**src/rtl/alu_arbiter.sv**
```systemverilog
// alu_arbiter: shares one 8-bit ADD/SUB/OR/AND ALU between NUM_REQ requesters, one operation in flight.
// Build option: define ALU_ARB_FIXED_PRIO_EN for lowest-index-wins arbitration (default is round-robin).
module alu_arbiter #(
  parameter int unsigned NUM_REQ     = 4,
  parameter int unsigned ALU_LATENCY = 2
) (
  input  logic                   clk,
  input  logic                   reset,
  input  logic [NUM_REQ-1:0]     req_valid,
  input  logic [NUM_REQ*8-1:0]   req_instruction,
  input  logic [NUM_REQ*8-1:0]   req_input_0,
  input  logic [NUM_REQ*8-1:0]   req_input_1,
  output logic [NUM_REQ-1:0]     req_ready,
  output logic [NUM_REQ-1:0]     rsp_valid,
  output logic [7:0]             rsp_data,
  output logic                   rsp_error,
  output logic                   alu_enable,
  output logic [7:0]             alu_instruction,
  output logic [7:0]             alu_input_0,
  output logic [7:0]             alu_input_1,
  input  logic [7:0]             alu_result,
  output logic                   arb_busy
);

  localparam int unsigned IDX_W = $clog2(NUM_REQ);

  typedef enum logic [1:0] {
    ST_IDLE,
    ST_ISSUE,
    ST_WAIT,
    ST_RESPOND
  } state_t;

  state_t             state;
  logic [IDX_W-1:0]   ptr;
  logic [IDX_W-1:0]   owner;
  logic [3:0]         cnt;

  logic               win_found;
  logic [IDX_W-1:0]   win_idx;
  logic [NUM_REQ-1:0] win_onehot;
  logic [NUM_REQ-1:0] owner_onehot;
  logic [7:0]         sel_instr;
  logic [7:0]         sel_in0;
  logic [7:0]         sel_in1;
  logic               sel_legal;
  logic [IDX_W-1:0]   ptr_next;

  // Search upward from the pointer with wrap-around; with the pointer pinned
  // at 0 this degenerates to plain lowest-index priority.
  always_comb begin
    int unsigned j;
    j         = 0;
    win_found = 1'b0;
    win_idx   = '0;
    for (int unsigned i = 0; i < NUM_REQ; i++) begin
      j = 32'(ptr) + i;
      if (j >= NUM_REQ) j = j - NUM_REQ;
      if (!win_found && req_valid[j[IDX_W-1:0]]) begin
        win_found = 1'b1;
        win_idx   = j[IDX_W-1:0];
      end
    end
  end

  assign win_onehot   = NUM_REQ'(1) << win_idx;
  assign owner_onehot = NUM_REQ'(1) << owner;
  assign sel_instr    = req_instruction[{win_idx, 3'b000} +: 8];
  assign sel_in0      = req_input_0[{win_idx, 3'b000} +: 8];
  assign sel_in1      = req_input_1[{win_idx, 3'b000} +: 8];
  assign sel_legal    = (sel_instr[7:2] == 6'd0);
  assign ptr_next     = (owner == IDX_W'(NUM_REQ - 1)) ? '0 : owner + IDX_W'(1);

  always_ff @(posedge clk or posedge reset) begin
    if (reset) begin
      state           <= ST_IDLE;
      ptr             <= '0;
      owner           <= '0;
      cnt             <= '0;
      req_ready       <= '0;
      rsp_valid       <= '0;
      rsp_data        <= '0;
      rsp_error       <= 1'b0;
      alu_enable      <= 1'b0;
      alu_instruction <= '0;
      alu_input_0     <= '0;
      alu_input_1     <= '0;
      arb_busy        <= 1'b0;
    end else begin
      req_ready  <= '0;
      rsp_valid  <= '0;
      alu_enable <= 1'b0;
      case (state)
        ST_IDLE: begin
          if (win_found) begin
            owner           <= win_idx;
            alu_instruction <= sel_instr;
            alu_input_0     <= sel_in0;
            alu_input_1     <= sel_in1;
            req_ready       <= win_onehot;
            arb_busy        <= 1'b1;
            if (sel_legal) begin
              alu_enable <= 1'b1;
              state      <= ST_ISSUE;
            end else begin
              // Illegal opcode: accept and answer together, the ALU is never touched.
              rsp_valid <= win_onehot;
              rsp_error <= 1'b1;
              rsp_data  <= '0;
              state     <= ST_RESPOND;
            end
          end
        end
        ST_ISSUE: begin
          cnt   <= 4'(ALU_LATENCY);
          state <= ST_WAIT;
        end
        ST_WAIT: begin
          if (cnt == 4'd1) begin
            rsp_data  <= alu_result;
            rsp_error <= 1'b0;
            rsp_valid <= owner_onehot;
            state     <= ST_RESPOND;
          end else begin
            cnt <= cnt - 4'd1;
          end
        end
        ST_RESPOND: begin
          rsp_data  <= '0;
          rsp_error <= 1'b0;
          arb_busy  <= 1'b0;
`ifdef ALU_ARB_FIXED_PRIO_EN
          ptr       <= '0;
`else
          ptr       <= ptr_next;
`endif
          state     <= ST_IDLE;
        end
        default: state <= ST_IDLE;
      endcase
    end
  end

  a_ready_onehot: assert property (@(posedge clk) disable iff (reset) $onehot0(req_ready));
  a_rsp_onehot:   assert property (@(posedge clk) disable iff (reset) $onehot0(rsp_valid));
  a_enable_issue: assert property (@(posedge clk) disable iff (reset) alu_enable == (state == ST_ISSUE));
  a_busy_state:   assert property (@(posedge clk) disable iff (reset) arb_busy == (state != ST_IDLE));

endmodule

```
**config.mk**
```make
export PLATFORM = sky130hd
export DESIGN_NAME = alu_arbiter
export DESIGN_NICKNAME = d
export VERILOG_FILES = /design/src/rtl/alu_arbiter.sv
export SDC_FILE = /design/constraint.sdc
export NUM_CORES = 1
export LEC_CHECK = 0
export BUFFER_PORTS_ARGS = -buffer_cell sky130_fd_sc_hd__buf_2
export CAP_MARGIN = 20
export CORE_MARGIN = 2
export CORE_UTILIZATION = 50
export DETAILED_ROUTE_END_ITERATION = 6
export PLACE_DENSITY = 0.85
export SETUP_SLACK_MARGIN = 0.05
export SLEW_MARGIN = 40
export SYNTH_ARGS = -nofsm -noshare
export SYNTH_HDL_FRONTEND = slang
export SYNTH_SLANG_ARGS = --single-unit
```
**constraint.sdc**
```tcl
create_clock -name clk -period 7.8 [get_ports clk]
set_clock_uncertainty 0.15 [all_clocks]
set_input_delay 1.56 -clock clk [delete_from_list [all_inputs] [get_ports clk]]
set_output_delay 1.56 -clock clk [all_outputs]
set_load 0.05 [all_outputs]
```
**Yosys cells after proc, flatten, opt, wreduce, memory -nomap -nowiden**

Index checks and enable logic that the tools add are counted.
W data, S select, Z words.

- Add/subtract/negate cells: 9
- Mux-type cells: 46
- Magnitude comparators: 8
- Equality and inequality tests: 9
- Shift operators: 5
- Reduce and logical (&&, ||, !) cells: 16

Operators by type and width:

| operator | number |
|---|---|
| $shiftx A32 B6 Y8 | 3 |
| $mux W2 | 12 |
| $mux W4 | 6 |
| $mux W8 | 3 |
| $pmux W8 S3 | 1 |
| $pmux W4 S2 | 2 |
| $mux W1 | 15 |
| $lt A2 B3 Y1 const B | 4 |
| $ge A3 B3 Y1 const B | 3 |
| $bmux W1 S2 | 4 |
| $ne A2 B2 Y1 const B | 4 |
| $pmux W2 S4 | 1 |
| $reduce_and A2 Y1 | 4 |
| $shl A1 B2 Y4 const A | 2 |
| $sub A2 B1 Y2 const B | 4 |
| $add A2 B2 Y3 const B | 2 |
| $eq A2 B2 Y1 const B | 3 |
| $logic_not A6 Y1 | 1 |
| $eq A4 B1 Y1 const B | 1 |
| $reduce_and A4 Y1 | 1 |
| $reduce_bool A2 Y1 | 2 |
| $sub A4 B1 Y4 const B | 1 |
| $add A2 B1 Y3 const B | 1 |
| $ge A2 B3 Y1 const B | 1 |
| 8 further kinds | 12 |

- Output and inout bits: 43
- Register bits: 53
- Bits of input ports: 110

**Logic depth before layout (Yosys ltp)**

- Word-level depth: 19
- Gate-level depth with buffers: 11
- Depth with buffers taken out: 7

**Least setup slack after synthesis**

Ideal clock, no wire load.

- Path kind: input-to-reg
- From: in req_valid[1]
- To: reg rsp_error
- Stages: 9
- Slack: 4011 ps
- Library setup time: 128 ps
- Buffers on the path: 2
- Data arrival time: 3511 ps
- Cells stage by stage: a21bo_2 > a221o_1 > buf_6 > mux2i_1 > mux2i_1 > nor4_2 > a311o_2 > buf_6 > mux2_1

- Word-level cells in the longest chain between the ends: 16

Ends and longest elaborated chain:

| what | line | RTL |
|---|---|---|
| from (decl) | 9 | `input logic [NUM_REQ-1:0] req_valid,` |
| $bmux W1 S2 | 59 | `if (!win_found && req_valid[j[IDX_W-1:0]]) begin` |
| $mux W1 (implied by the code) | 59 |  |
| $mux W1 | 59 |  |
| $logic_not A1 Y1 | 59 |  |
| $logic_and A1 B1 Y1 | 59 |  |
| $mux W1 | 59 |  |
| $logic_not A1 Y1 | 59 |  |
| $logic_and A1 B1 Y1 | 59 |  |
| $mux W1 | 59 |  |
| $logic_not A1 Y1 | 59 |  |
| $logic_and A1 B1 Y1 | 59 |  |
| $mux W2 | 59 |  |
| $shiftx A32 B6 Y8 | 68 | `assign sel_instr = req_instruction[{win_idx, 3'b000} +: 8];` |
| $logic_not A6 Y1 | 71 | `assign sel_legal = (sel_instr[7:2] == 6'd0);` |
| $ne A2 B2 Y1 (no source line) | - |  |
| $reduce_and A4 Y1 (no source line) (*) | - |  |
| to (signal assigned) | 83 | `rsp_error <= 1'b0;` |
| to (signal assigned) | 108 | `rsp_error <= 1'b1;` |
| to (signal assigned) | 121 | `rsp_error <= 1'b0;` |
| to (decl) | 16 | `output logic rsp_error,` |

Every way passes the cells marked *; elsewhere a longest branch is shown, timed or not. The select of a mux whose other input is x is not followed.
A chain may end at the register's enable or synchronous reset.

**Worst setup path after layout**

- From: in req_valid[0]
- To: reg rsp_error

The elaborated chain is that of the path after synthesis.

==> metrics.yaml <==
synth:
  synth_warnings: 0
  synth_area_leader_cell: "dfrtp_1"
  yosysUniqueCellTypes: 36
  async_flop_share_pct: 100
  synth_top_cell_area_share_pct: 43.1
  syn_avg_cell_area_um2: 7.99
  synth_area_leaders: "dfrtp_1, nand2_1, nand3_1"
  ys_seq_area_share_pct: 43.1
  synth_nets: 506
  synth_edf_count: 0
  synthFlopType: "dfrtp_1"
  yosysMostFrequentCell: "nand2_1"
  synth_area_um2: 3080
  ys_ff_latch: 53
  syn_inst: 385
  ys_top_cells_by_count: "nand2_1, nand3_1, dfrtp_1"
global_routing:
  track_usage_pct: 24.1
  antenna_found_initial: 1
  grt_max_degree: 54
  grt_pass1_vias: 3009
  grt-ovfl-total: 0
  grt_pass1_wl_mm: 12.6
timing:
  tns_ps: 0
  setup_ws_ps: 3790
  hold_viol: 0
  worst_pin_slew_ps: 756
  final_max_slew_viol_count: 0
  rsz0062_at_grt: "false"
  fin_crit_sh_pct: 51.4
  fin_crit_ps: 4010
  max_freq_mhz: 249
  slew_headroom_pct: 49.2
  setup_viol: 0
power:
  p_leak_uw: 0.00227
  power_density_nw_per_um2: 417
  irDropWorstVdd_mv: 0.194
floorplanning:
  num_io_pins: 153
  die_area_um2: 6800
  fp-row-count: 28
  start_util_pct: 52.0
  die_h_um: 82.4
  core-area_um2: 5920
  die_x_um: 82.4
detailed_routing:
  drt_wl_total_mm: 7.79
  num_vias: 3075
  final_antenna_net_count: 0
  via_per_inst: 5.11
  drt_iter0_markers: 177
  drcViolationCount: 0
  dr.pass1.iters: 4
  wl_per_cell_um: 12.9
setup_path:
  critPathKind: "input pin to flop"
  crit_path_end_kind: "flop"
  r2r_start: "ptr[1]"
  worstPathMaxFanout: 30
  r2r_end: "rsp_error"
  r2r_slack_ps: 4600
  critPathLaunch: "req_valid[0]"
  required_ps: 7840
  r2r_cells: 8
  cp.arrival_ps: 4050
  crit_end: "rsp_error"
  start_kind: "input pin"
cts:
  post_cts_buffers: 0
  clockBufferDepth: 2
  clk_pin_slew_ps: 90
  cts-root-buf: "clkbuf_8"
  clock_sinks: 53
  cts_tree: "done"
  cts_max_level: 2
  cts_made_buffers: 5
  cts_hold_buf: 0
  post_cts_resized: 0
  clock_latency_ps: 310
placed_design:
  pre_cts_slack_ps: 3500
  dp_hpwl_mm: 6.06
  numPortBuffers: 152
  place_congestion: 0.813
  placed_cell_area_um2: 3880
final_layout:
  nets: 646
  drive_gt1_share_pct: 32.7
  area_growth_syn_to_layout_pct: 29.1
  final_area_um2: 3970
run:
  max-cap-violations: 0
hold_path:
  hold_depth: 2
  hold_class: "flop to flop"
run_status:
  outcome: "completed"
==> worst min path at each step <==
stage	startpoint	endpoint	slack, ps
after floorplan	cnt[1]	cnt[1]	340
after global placement	alu_input_0[0]	alu_input_0[0]	300
after detailed placement	alu_instruction[5]	alu_instruction[5]	310
after CTS	alu_input_1[6]	alu_input_1[6]	330
after global routing	alu_input_1[6]	alu_input_1[6]	350
final	alu_input_1[5]	alu_input_1[5]	330
==> critical path, stage by stage <==
cell     delay (ps)
buf_2           130
nor3b_1         280
a221o_1         160
buf_4           350
mux2i_1         230
mux2i_1         120
nor4_2          420
a311o_2         430
mux2_1          350
==> sequential cells by signal, indices dropped and copies added, names as in the netlist, 2 cells and up <==
name,cells
state,2
alu_input_1,8
ptr,2
alu_input_0,8
rsp_valid,4
alu_instruction,8
rsp_data,8
owner,2
req_ready,4
cnt,4
==> where the power goes <==
group | switching, uW | internal [uW] | total (uW)
clock network | 87.2 | 63.7 | 151
logic | 732 | 305 | 1040
registers | 74.1 | 394 | 468
total | 893 | 762 | 1660
==> area by class of cell <==
class                      instances  area, um2
multi-input combinational        289       1590
timing repair buffer             155        791
clock buffer                       5       68.8
antenna                            1       2.50
sequential                        53       1330
tap                               75       93.8
fill                             522       1950
inverter                          21       81.3
clock inverter                     3       22.5
==> kinds of logic after synthesis <==
group / Yosys count / share of synthesized area, %
simple gates: 219 / 30.1
compound gates: 28 / 6.34
mux: 29 / 9.52
fa+ha+maj: 11 / 4.47
buf+inv: 43 / 5.94
xor+xnor: 2 / 0.569
flops: 53 / 43.1
==> metrics by stage <==
stage               util, %  hold WS (ps)  total power [uW]  cells
floorplan                 -           339              1280    385
global placement       65.1           304              1470    592
detailed placement     65.5           311              1510    593
CTS                    67.0           334              1670    601
global route           67.1           349              1790    602
finish                 67.1           328              1660    602
==> layout by cell type, fill, tap and decap left out, drive strengths merged, types with 3 or more instances in the layout <==
cell,count
dfrtp,53
o21ai,7
mux2i,27
inv,21
clkinv,3
a22o,4
ha,11
clkbuf,5
nor2,13
nand3,55
nand2,142
buf,155
a21oi,5
==> routing by layer <==
| layer | vias to the layer above | track usage, % | wire length, um | part of all wire (%) |
|---|---|---|---|---|
| li1 | 1540 | - | - | - |
| met1 | 1402 | 24.6 | 2970 | 38 |
| met2 | 119 | 45.7 | 4070 | 52 |
| met3 | 14 | 6.85 | 595 | 7.6 |
| met4 | 0 | 9.83 | 157 | 2.0 |
| met5 | - | 0 | 0 | 0 |
Power figures use the tool's default switching activity.
